==> config.mk <==
export PLATFORM = sky130hd
export DESIGN_NAME = seven_segment_scanner
export DESIGN_NICKNAME = d
export VERILOG_FILES = /design/src/rtl/seven_segment_scanner.sv
export SDC_FILE = /design/constraint.sdc
export NUM_CORES = 1
export LEC_CHECK = 0
export CORE_AREA = 2 2 87 89
export DETAILED_ROUTE_END_ITERATION = 12
export DIE_AREA = 0 0 89 91
export SLEW_MARGIN = 25
export SYNTH_ARGS = -nofsm -noshare
export SYNTH_HDL_FRONTEND = slang
export SYNTH_SLANG_ARGS = --single-unit
==> constraint.sdc <==
create_clock -name clk -period 3.03 [get_ports clk]
set_clock_uncertainty 0.15 [all_clocks]
set_input_delay 0.303 -clock clk [delete_from_list [all_inputs] [get_ports clk]]
set_output_delay 0.303 -clock clk [all_outputs]
set_load 0.01 [all_outputs]
==> src/rtl/seven_segment_scanner.sv <==
// seven_segment_scanner: time-multiplexes one BCD-to-7-segment decoder across DIGITS common-anode digits.
// Latency: outputs registered from next-state values; a loaded frame appears at the next scan wrap (<= DIGITS*REFRESH_DIV cycles).
// Backpressure: ready drops after a load is accepted and rises again once that frame is committed; loads while !ready are ignored.
//
// Ports:
//   clk, reset          - system clock, asynchronous active-high reset
//   load, value_in      - frame request; value_in[3:0] is digit 0 (least significant)
//   ready               - a new frame can be accepted
//   digit_number        - BCD value of the digit in the current slot (decoder number input)
//   anode_n             - active-low digit enables, at most one bit low
//   frame_done          - one-cycle pulse following each scan wrap
module seven_segment_scanner #(
  parameter int DIGITS       = 4,
  parameter int REFRESH_DIV  = 50000,
  parameter int GHOST_CYCLES = 500,
  parameter int LZ_BLANK     = 1
) (
  input  logic                  clk,
  input  logic                  reset,
  input  logic                  load,
  input  logic [4*DIGITS-1:0]   value_in,
  output logic                  ready,
  output logic [3:0]            digit_number,
  output logic [DIGITS-1:0]     anode_n,
  output logic                  frame_done
);

  localparam int PW = $clog2(REFRESH_DIV);
  localparam int IW = $clog2(DIGITS);
  localparam logic [PW-1:0] PRE_LAST  = PW'(REFRESH_DIV - 1);
  localparam logic [PW-1:0] GHOST_END = PW'(GHOST_CYCLES);
  localparam logic [IW-1:0] IDX_LAST  = IW'(DIGITS - 1);

  logic [PW-1:0]         prescaler_q, prescaler_d;
  logic [IW-1:0]         index_q, index_d;
  logic [4*DIGITS-1:0]   display_q, display_d;
  logic [4*DIGITS-1:0]   pending_q, pending_d;
  logic                  ready_q, ready_d;
  logic [3:0]            digit_number_q, digit_number_d;
  logic [DIGITS-1:0]     anode_n_q, anode_n_d;
  logic                  frame_done_q, frame_done_d;

  logic                  tick;
  logic                  wrap;
  logic                  zero_run;

  always_comb begin
    tick = (prescaler_q == PRE_LAST);
    wrap = tick && (index_q == IDX_LAST);

    prescaler_d = tick ? '0 : prescaler_q + 1'b1;
    index_d     = index_q;
    if (tick) begin
      index_d = (index_q == IDX_LAST) ? '0 : index_q + 1'b1;
    end

    // Accept and commit are mutually exclusive: accept needs ready_q=1,
    // commit needs ready_q=0, so a load on the commit cycle is dropped.
    pending_d = pending_q;
    display_d = display_q;
    ready_d   = ready_q;
    if (load && ready_q) begin
      pending_d = value_in;
      ready_d   = 1'b0;
    end else if (wrap && !ready_q) begin
      display_d = pending_q;
      ready_d   = 1'b1;
    end

    frame_done_d = wrap;

    // Walk from the most significant digit down; zero_run stays set while
    // every digit seen so far is exactly zero. An invalid digit (>9) is
    // non-zero, so it ends the run for the digits below it.
    digit_number_d = '0;
    anode_n_d      = '1;
    zero_run       = 1'b1;
    for (int k = DIGITS - 1; k >= 0; k--) begin
      zero_run = zero_run && (display_d[k*4 +: 4] == 4'd0);
      if (index_d == IW'(k)) begin
        digit_number_d = display_d[k*4 +: 4];
        if ((prescaler_d >= GHOST_END) &&
            (display_d[k*4 +: 4] <= 4'd9) &&
            !((LZ_BLANK != 0) && (k != 0) && zero_run)) begin
          anode_n_d[k] = 1'b0;
        end
      end
    end
  end

  always_ff @(posedge clk or posedge reset) begin
    if (reset) begin
      prescaler_q    <= '0;
      index_q        <= '0;
      display_q      <= '0;
      pending_q      <= '0;
      ready_q        <= 1'b1;
      digit_number_q <= '0;
      anode_n_q      <= '1;
      frame_done_q   <= 1'b0;
    end else begin
      prescaler_q    <= prescaler_d;
      index_q        <= index_d;
      display_q      <= display_d;
      pending_q      <= pending_d;
      ready_q        <= ready_d;
      digit_number_q <= digit_number_d;
      anode_n_q      <= anode_n_d;
      frame_done_q   <= frame_done_d;
    end
  end

  assign ready        = ready_q;
  assign digit_number = digit_number_q;
  assign anode_n      = anode_n_q;
  assign frame_done   = frame_done_q;

endmodule

==> results.cfg, run 1 <==
[status]
status = completed

[setup_path]
cp.required_ns = 3.10
critPathCaptureType = register
worstPathCellList = or4_4 > nor4_4 > or4b_1 > buf_4 > mux2_2 > mux2i_1 > mux2i_1
critPathBufInv = 1
critical-path-top-delay-family = simple AND/OR/NAND/NOR gates
path_common_cell = mux2i_1
crit_cells = 7
reg2reg_depth = 7
path_max_fanout = 22
cp-start-kind = register
cpPeakStageDelay_ns = 0.54
reg2reg_from = prescaler_q[5]$_DFF_PP0_
ff2ff_setup_slack_ns = 0.21
cp_slowest_cell = or4_4
regToRegEndpoint = digit_number[1]$_DFF_PP0_
worstPathArrival_ns = 2.88
critPathKind = reg -> reg

[clock_tree]
path_clk_slew_ns = 0.07
cts_setup_buffers = 0
clockRootBuffer = clkbuf_8
cts_tree = built
clock_sinks = 60
post_cts_resized = 0
h-tree-depth = 3
cts_buffer_depth = 2
worstSkewPairLatency_ns = 0.34
cts-buffers-inserted = 9
hold_buffers = 0

[route]
ant_nets = 0
vias_per_cell = 5.06
drc_errors = 0
dr.first_iter.drc_count = 64
finalWirelength_um = 5600
drtPass1Iterations = 4
vias = 1891
wl_per_cell_um = 15.0

[place]
dp.cells = 359
portBuffers = 28
dp_hpwl_um = 4120
gp_congestion = 0.881

[grt]
grt_pass1_vias = 1978
antenna_found_initial = 0
grt_max_degree = 40
grt_pass1_wl_um = 9760
grt.total_usage_pct = 15.8
grt_overflow = 0

[timing]
period_share_pct = 92.9
fin_crit_ns = 2.82
drv_slew = 0
finalHoldViolCount = 0
worst-slew-pin-transition_ns = 0.687
rsz0062_at_grt = no
fin_setup_tns_ns = 0
fmax_mhz = 355
relSlewSlack_pct = 54.1
setup_viol = 0

[cells_and_area]
layout-drive-gt1-share_pct = 22.9
n_fill_cell = 695
final_cell_count_no_fill = 374
final_nets = 292
area_growth_pct = 20.5
n_antenna_cell = 0

[die]
die_w_um = 89
initial_core_util_pct = 39.6
rows = 31
die-area_um2 = 8100
die_h_um = 91
coreArea_um2 = 7140
pin_count = 29

[power]
peakVddDrop_mv = 0.309
leakagePower_nw = 1.55
p_per_area_nw_per_um2 = 473
total_power_mw = 1.61

[synthesis]
syn-num-nets = 257
synthCells = 236
synth_edf_count = 0
synth_cell_types = 40
ys.flop_type = dfrtp_1
syn_area_um2 = 2830
ys_ff_latch = 60
synth_area_per_cell_um2 = 12.0
ys.warnings.count = 0
ys_async_sr_fraction_pct = 100
ys_seq_area_share_pct = 53.4

[run]
drv_cap = 0

[hold_path]
hold_path.class = in -> async
[metrics by stage]
stage	setup slack (ns)	utilization (%)	cell area (um^2)	hold slack [ns]
after floorplan	0.243	-	2830	0.216
after global placement	0.252	45.0	3210	0.330
after detailed placement	0.210	45.0	3210	0.339
after CTS	0.207	47.7	3400	0.176
after global routing	0.0788	47.7	3400	0.188
final	0.215	47.7	3400	0.170
[final cells by class]
| type | instances | area (um^2) | area share, % |
|---|---|---|---|
| Clock buffer | 9 | 124 | 3.64 |
| Clock inverter | 6 | 66.3 | 1.95 |
| Inverter | 7 | 26.3 | 0.772 |
| Multi-Input combinational cell | 159 | 1230 | 36.1 |
| Sequential cell | 60 | 1510 | 44.3 |
| Tap cell | 99 | 124 | 3.64 |
| Timing Repair Buffer | 34 | 325 | 9.56 |
[layer usage]
metal | global-route usage, % | up-vias | wire length [um] | share of wire (%)
met1 | 19.3 | 934 | 2350 | 42
met4 | 4.98 | 0 | 64 | 1.1
li1 | - | 921 | - | -
met3 | 5.55 | 9 | 222 | 4.0
met2 | 26.0 | 27 | 2970 | 53
met5 | 0 | - | 0 | 0
[cells in the mapped netlist, types with 2 or more instances]
master    number  area [um^2]
a31oi_1        2         12.5
and3_1         2         12.5
buf_6          3         33.8
clkbuf_1       6         22.5
dfrtp_1       55         1380
dfstp_2        5          131
ha_1           2         25.0
inv_1          7         26.3
mux2_2        32          360
mux2i_1       14          140
nand2_1       13         48.8
nand3_1       11         55.1
nand4_1        4         25.0
nor2_1        13         48.8
nor3_1         6         30.0
nor4_1         4         25.0
nor4b_1        2         17.5
o211ai_1       2         15.0
o21ai_0       12         60.1
or3_1          2         12.5
or4_1          6         45.0
xnor2_1        8         70.1
xor2_1         8         70.1
[registers in the layout (all words and copies together) (netlist names)]
register	count
digit_number	4
display_q	16
pending_q	16
frame_done	1
anode_n	4
index_q	2
prescaler_q	16
ready	1
[logic make-up after synthesis]
family	share of synthesized area, %
compound gates	5.05
xor+xnor	4.96
fa+ha+maj	0.886
buf+inv	3.10
flops	53.4
mux	18.5
simple gates	14.1
[cell usage in the layout, fill, tap and decap left out, types with 3 or more instances in the layout]
cell / count
dfrtp_1: 55
mux2_2: 32
clkdlybuf4s50_1: 28
mux2i_1: 14
nand2_1: 13
nor2_1: 13
o21ai_0: 12
nand3_1: 11
clkbuf_8: 9
xor2_1: 8
xnor2_1: 8
inv_1: 6
nor3_1: 6
or4_1: 6
buf_4: 6
dfstp_2: 5
nand4_1: 4
nor4_1: 4
clkinvlp_4: 3
[where the power goes]
part / internal, mW / switching, mW / leakage [nW]
registers: 0.826 / 0.0210 / 0.781
logic: 0.0431 / 0.0270 / 0.683
clock network: 0.374 / 0.318 / 0.0873
[how the worst max path moves through the flow]
| stage | start | to |
|---|---|---|
| floorplan | prescaler_q[4]$_DFF_PP0_ | digit_number[1]$_DFF_PP0_ |
| global placement | prescaler_q[5]$_DFF_PP0_ | digit_number[1]$_DFF_PP0_ |
| detailed placement | prescaler_q[5]$_DFF_PP0_ | digit_number[1]$_DFF_PP0_ |
| CTS | prescaler_q[5]$_DFF_PP0_ | digit_number[0]$_DFF_PP0_ |
| global route | prescaler_q[5]$_DFF_PP0_ | anode_n[1]$_DFF_PP1_ |
| finish | prescaler_q[5]$_DFF_PP0_ | digit_number[1]$_DFF_PP0_ |
[worst reg2reg max path: cells and delay by family, from the launching register on]
kind	cells	cell delay, ns
simple gates	3	1.34
mux	3	0.55
buf+inv	1	0.24
flops	1	0.43
No activity file was read; power rests on OpenSTA's default activity.
==> run 2: changes to the inputs <==
--- a/config.mk
+++ b/config.mk
@@ -8,7 +8,6 @@
 export CORE_AREA = 2 2 87 89
 export DETAILED_ROUTE_END_ITERATION = 12
 export DIE_AREA = 0 0 89 91
-export SLEW_MARGIN = 25
 export SYNTH_ARGS = -nofsm -noshare
 export SYNTH_HDL_FRONTEND = slang
 export SYNTH_SLANG_ARGS = --single-unit
==> results of run 2 <==
No change in the layout: final DEF, timing and power equal those of run 1.
